`config.mk`:
```
export PLATFORM = sky130hd
export DESIGN_NAME = march_elem_sequencer
export DESIGN_NICKNAME = d
export VERILOG_FILES = /design/src/rtl/march_elem_sequencer_pkg.sv /design/src/rtl/march_elem_sequencer_wrap_counter.sv /design/src/rtl/march_elem_sequencer.sv
export SDC_FILE = /design/constraint.sdc
export NUM_CORES = 1
export LEC_CHECK = 0
export BUFFER_PORTS_ARGS = -buffer_cell sky130_fd_sc_hd__buf_4
export CORE_ASPECT_RATIO = 0.6
export CORE_MARGIN = 4
export CORE_UTILIZATION = 44
export DETAILED_ROUTE_END_ITERATION = 8
export GPL_TIMING_DRIVEN = 0
export PLACE_DENSITY = 0.73
export SLEW_MARGIN = 10
export SYNTH_ARGS = -nofsm -noshare
export SYNTH_HDL_FRONTEND = slang
export SYNTH_SLANG_ARGS = --single-unit
export TNS_END_PERCENT = 1
```
`constraint.sdc`:
```
create_clock -name clk -period 1.2 [get_ports clk]
set_input_delay 0 -clock clk [delete_from_list [all_inputs] [get_ports clk]]
set_output_delay 0 -clock clk [all_outputs]
set_load 0.005 [all_outputs]
```
`src/rtl/march_elem_sequencer_pkg.sv`:
```
// ============================================================================
//  Module : march_elem_sequencer_pkg
//  Brief  : Shared constants and helpers for the march element sequencer
//           (op-count / counter-size defaults and instruction-register
//           field positions).
//  Rev    : 1.0  initial release
// ============================================================================
`default_nettype none

package march_elem_sequencer_pkg;

  // Maximum number of operations in one march element.
  localparam int MARCH_MAX_OPS      = 4;
  // Width of the per-element op cycle counter.
  localparam int CYCLE_COUNTER_SIZE = 2;

  // Instruction-register field widths.
  localparam int IR_BFW_OP  = 4;
  localparam int IR_BFW_POL = MARCH_MAX_OPS;
  localparam int IR_BFW_NO  = CYCLE_COUNTER_SIZE;

  // Instruction-register field base positions (ops, then polarities, then no).
  localparam int IR_BFP_OP  = 0;
  localparam int IR_BFP_POL = IR_BFP_OP + MARCH_MAX_OPS * IR_BFW_OP;
  localparam int IR_BFP_NO  = IR_BFP_POL + IR_BFW_POL;

  // Saturate a requested last-op index to the last slot that exists.
  function automatic int clamp_no(input int no, input int max_ops);
    return (no > max_ops - 1) ? (max_ops - 1) : no;
  endfunction

endpackage

`default_nettype wire

```
`src/rtl/march_elem_sequencer_wrap_counter.sv`:
```
// ============================================================================
//  Module : march_elem_sequencer_wrap_counter
//  Brief  : CS-bit op cycle counter with synchronous reset, synchronous
//           clear, hold, and wrap to zero after reaching a programmable limit.
//           hit flags cnt == limit.
//  Rev    : 1.0  initial release
// ============================================================================
`default_nettype none

module march_elem_sequencer_wrap_counter #(
  parameter int CS = 2
) (
  input  logic          clk,
  input  logic          rst,
  input  logic          clr,
  input  logic          en,
  input  logic [CS-1:0] limit,
  output logic [CS-1:0] cnt,
  output logic          hit
);

  // Hit is purely the comparator against the current limit.
  always_comb begin
    hit = (cnt == limit);
  end

  // Count step: clear wins over advance; advancing at the limit wraps to 0.
  always_ff @(posedge clk) begin
    if (rst) begin
      cnt <= '0;
    end else if (clr) begin
      cnt <= '0;
    end else if (en) begin
      if (hit) begin
        cnt <= '0;
      end else begin
        cnt <= cnt + CS'(1);
      end
    end
  end

endmodule

`default_nettype wire

```
`src/rtl/march_elem_sequencer.sv`:
```
// ============================================================================
//  Module : march_elem_sequencer
//  Brief  : Cycle controller for one march element. Shadows the element's
//           op/polarity/op-count fields on start, steps a wrapping op counter
//           through ops 0..no, requests address increments after the last op
//           and pulses elem_done_out when the last op runs at the last
//           address.
//  Config : define MARCH_SEQ_STALL_EN to let stall_in freeze the element;
//           otherwise stall_in is ignored.
//  Rev    : 1.0  initial release
// ============================================================================
`default_nettype none

module march_elem_sequencer
  import march_elem_sequencer_pkg::*;
#(
  parameter int MAX_OPS = MARCH_MAX_OPS,
  parameter int OP_W    = IR_BFW_OP,
  parameter int CS      = CYCLE_COUNTER_SIZE
) (
  input  logic                    clk,
  input  logic                    r_in,
  input  logic                    start_in,
  input  logic                    stall_in,
  input  logic [CS-1:0]           no_in,
  input  logic [MAX_OPS*OP_W-1:0] op_in,
  input  logic [MAX_OPS-1:0]      pol_in,
  input  logic                    addr_last_in,
  output logic [OP_W-1:0]         op_out,
  output logic                    pol_out,
  output logic                    op_valid_out,
  output logic                    last_op_out,
  output logic                    addr_inc_out,
  output logic                    elem_done_out,
  output logic                    busy_out
);

  typedef enum logic [0:0] {
    S_IDLE = 1'b0,
    S_RUN  = 1'b1
  } state_t;

  state_t state;
  state_t state_nxt;

  logic [MAX_OPS*OP_W-1:0] op_q;
  logic [MAX_OPS-1:0]      pol_q;
  logic [CS-1:0]           no_q;
  logic [CS-1:0]           cnt;
  logic                    hit;
  logic                    run;
  logic                    latch;
  logic                    stall_eff;

`ifdef MARCH_SEQ_STALL_EN
  assign stall_eff = stall_in;
`else
  // stall_in stays on the port for a uniform interface but has no effect.
  logic stall_unused;
  assign stall_unused = stall_in;
  assign stall_eff    = 1'b0;
`endif

  assign run = (state == S_RUN);

  // State register; reset aborts any element without a done pulse.
  always_ff @(posedge clk) begin
    if (r_in) begin
      state <= S_IDLE;
    end else begin
      state <= state_nxt;
    end
  end

  // Next state: start only honoured in IDLE, leave RUN on the done edge.
  always_comb begin
    state_nxt = state;
    latch     = 1'b0;
    case (state)
      S_IDLE: begin
        if (start_in) begin
          state_nxt = S_RUN;
          latch     = 1'b1;
        end
      end
      S_RUN: begin
        if (elem_done_out) begin
          state_nxt = S_IDLE;
        end
      end
      default: state_nxt = S_IDLE;
    endcase
  end

  // Shadow the element fields at start; a too-large op count saturates.
  always_ff @(posedge clk) begin
    if (r_in) begin
      op_q  <= '0;
      pol_q <= '0;
      no_q  <= '0;
    end else if (latch) begin
      op_q  <= op_in;
      pol_q <= pol_in;
      no_q  <= CS'(clamp_no(int'(no_in), MAX_OPS));
    end
  end

  march_elem_sequencer_wrap_counter #(
    .CS (CS)
  ) u_wrap_counter (
    .clk   (clk),
    .rst   (r_in),
    .clr   (latch),
    .en    (run & ~stall_eff),
    .limit (no_q),
    .cnt   (cnt),
    .hit   (hit)
  );

  // Outputs: shadow[cnt] plus handshake flags, all zero outside RUN.
  always_comb begin
    op_out        = '0;
    pol_out       = 1'b0;
    op_valid_out  = 1'b0;
    last_op_out   = 1'b0;
    addr_inc_out  = 1'b0;
    elem_done_out = 1'b0;
    busy_out      = run;
    if (run) begin
      op_valid_out = 1'b1;
      for (int k = 0; k < MAX_OPS; k++) begin
        if (cnt == CS'(k)) begin
          op_out  = op_q[k*OP_W +: OP_W];
          pol_out = pol_q[k];
        end
      end
      last_op_out   = hit;
      addr_inc_out  = hit & ~stall_eff;
      elem_done_out = hit & ~stall_eff & addr_last_in;
    end
  end

endmodule

`default_nettype wire

```
==> impl_metrics.tcl <==
set metrics [dict create \
    gp_congestion 0.778 \
    drive_above_1_share 0.348 \
    firstDrtPassIters 4 \
    worst_r2r_endpoint "busy_out" \
    synth_area_leaders "dfxtp_1 44%, nand2_1 14%, a21oi_1 10%" \
    syn_nets 175 \
    required_ns 1.20 \
    power_density_mw_per_mm2 1010 \
    syn2layout_area_growth_pct 61.7 \
    synthFlopType "dfxtp_1" \
    holdWs_ns 0.0314 \
    wl_per_cell_um 13.5 \
    vias 1217 \
    crit_buf_inv 2 \
    antenna_found_initial 0 \
    design.core.area_mm2 0.00250 \
    rsz0062_at_grt "yes" \
    cp_slowest_cell "dfxtp_4" \
    p_switching_w 0.000505 \
    final_nets 239 \
    final_util 0.741 \
    crit_family "flip-flops" \
    synth_commonest_cells "44 x nand2_1, 25 x dfxtp_1, 23 x a21oi_1" \
    max-vdd-ir-drop_uv 576 \
    tightest_slew_ns 0.451 \
    swShare 0.269 \
    internal_power_w 0.00137 \
    min_path_type "primary input to register" \
    cts_tree "done" \
    max_freq_mhz 632 \
    holdCritStartpoint "op_in[3]" \
    syn_area_mm2 0.00115 \
    synth_edf_count 0 \
    violations "negative setup slack" \
    grt-ovfl-total 0 \
    grt_first_pass_wirelength_um 5180 \
    finalHoldViolCount 0 \
    worst-endpoint-arrival_ns 1.58 \
    cp-start-kind "register" \
    drc 0 \
    syn_inst 144 \
    synth.avg_cell_area_um2 7.98 \
    finalSetupTns_ns -2.48 \
    status "finished with violations" \
    n_antenna_cell 0 \
    r2r_slack_ns 0.03 \
    synth.distinct_cells 25 \
    io_pins 37 \
    yosys.area.top_type "dfxtp_1" \
    cpPeakStageDelay_ns 0.38 \
    cts.path.max_buffers 2 \
    first_global_vias 1187 \
    drt_iter0_drc 63 \
    synth_top_area_frac 0.436 \
    fp.dieW_um 74.0 \
    htreeDepth 1 \
    relSlewSlack 0.699 \
    pwr-share-clk 0.266 \
    total_power_w 0.00187 \
    grt_usage 0.191 \
    min_period_over_period 1.32 \
    core.rowCount 14 \
    critPathMaxFanout 5 \
    r2r-start "u_wrap_counter.cnt[1]" \
    p_leak_nw 0.782 \
    grt_max_degree 15 \
    clock-sinks 25 \
    synth-async-reset-ratio 0 \
    die_area_mm2 0.00352 \
    clk_pin_slew_worst_paths_ns 0.08 \
    critPathKind "register to primary output" \
    hold_path_depth 3 \
    worstPathCellList "inv_4, ha_4, nor2b_4, a221oi_2, o31ai_1, buf_4" \
    io_buffers 34 \
    viasPerCell 5.09 \
    clock_skew_ns 0.00354 \
    clock-root-buffer "clkbuf_8" \
    wirelength_um 3220 \
    yosysWarnings 0 \
    final_max_slew_viol_count 0 \
    clkLatencyLatePin_ns 0.27 \
    die_y_um 47.6 \
    period_minus_slack_ns 1.58 \
    dpl.hpwl_um 2180 \
    cts-buffers-inserted 3 \
    p_comb_frac 0.243 \
    postRouteAntennaNets 0 \
    worstRegToRegCells 5 \
    cap_violations 0 \
    whs_endpoint "op_q[3]" \
    initial_core_util 0.459 \
    fin_ws_ns -0.382 \
    synth_seq_cells 25 \
    synth_seq_area_share 0.436 \
    cp-end-kind "primary output" \
    setup_viol 8 \
    pwr-share-seq 0.491 \
    synthMostInstantiatedCell "nand2_1" \
]
registers in the layout, summed over array words and instances, names as in the netlist:
signal,count
pol_q,4
no_q,2
u_wrap_counter.cnt,2
op_q,16
busy_out,1
final cells by class:
type	count	area, µm²
timing repair buffer	60	518
clock buffer	3	41.3
sequential	25	509
buffer	11	70.1
tap	32	40.0
fill	173	648
clock inverter	1	5.00
inverter	2	10.0
multi-input combinational	105	663
metal layers:
| layer | GRT usage | share of wire | vias up |
|---|---|---|---|
| li1 | - | - | 610 |
| met1 | 0.233 | 0.43 | 560 |
| met2 | 0.343 | 0.50 | 39 |
| met3 | 0.0440 | 0.052 | 8 |
| met4 | 0.0578 | 0.014 | 0 |
| met5 | 0 | 0 | - |
worst min-delay path, stage by stage:
cell,delay (ns)
buf_4,0.11
nand2_1,0.07
a21oi_1,0.07
power groups by stage:
stage	Combinational, W	Sequential [W]	Clock, W
finish	0.000455	0.000920	0.000499
global route	0.000495	0.000926	0.000544
CTS	0.000439	0.000917	0.000510
detailed placement	0.000329	0.000935	0
global placement	0.000318	0.000933	0
floorplan	0.000191	0.000925	0
through the flow:
step | setup WS [ns] | cell area (µm²) | instances
2_1_floorplan | 0.0214 | 1150 | 144
3_3_place_gp | -0.264 | 1450 | 210
3_5_place_dp | -0.305 | 1450 | 210
4_1_cts | -0.361 | 1830 | 239
5_1_grt | -0.483 | 1860 | 239
6_report | -0.382 | 1860 | 239
cells in the final DEF (no fill, tap or decap), types with 3 or more instances in the layout:
cell	Yosys	final
a21oi_1	23	23
a221oi_2	0	5
buf_4	2	40
clkbuf_8	0	3
dfxtp_1	25	22
dlygate4sd3_1	0	22
nand2_1	44	44
nand3_1	5	5
nor2b_1	6	5
o31ai_1	5	3
worst max-delay path by stage:
stage / from / endpoint / slack (ns) / depth (start not counted)
3_5_place_dp: u_wrap_counter.cnt[1] / op_out[3] / -0.31 / 6
2_1_floorplan: u_wrap_counter.cnt[1] / op_out[2] / 0.02 / 5
4_1_cts: u_wrap_counter.cnt[0] / pol_out / -0.36 / 6
6_report: u_wrap_counter.cnt[1] / op_out[1] / -0.38 / 6
5_1_grt: u_wrap_counter.cnt[0] / op_out[1] / -0.48 / 6
3_3_place_gp: u_wrap_counter.cnt[1] / pol_out / -0.26 / 6
repair_timing:
action / CTS / global route
hold endpoints to repair: 22 / 0
hold buffers: 22 / 0
pin swaps: 6 / 0
buffers inserted: 4 / 0
endpoints found under the setup margin: 8 / 27
resized for setup: 19 / 7
cell families (layout without fill, tap and decap cells):
logic type / Yosys count / after routing / synth area share
AO/OA/AOI/OAI: 34 / 34 / 0.182
XOR/XNOR: 2 / 2 / 0.0153
adder cells (fa/ha/maj): 4 / 4 / 0.0436
buffers and inverters: 14 / 77 / 0.0643
flip-flops: 25 / 25 / 0.436
multiplexers: 1 / 1 / 0.00871
AND/OR/NAND/NOR: 64 / 64 / 0.251
Power figures use the tool's default switching activity.
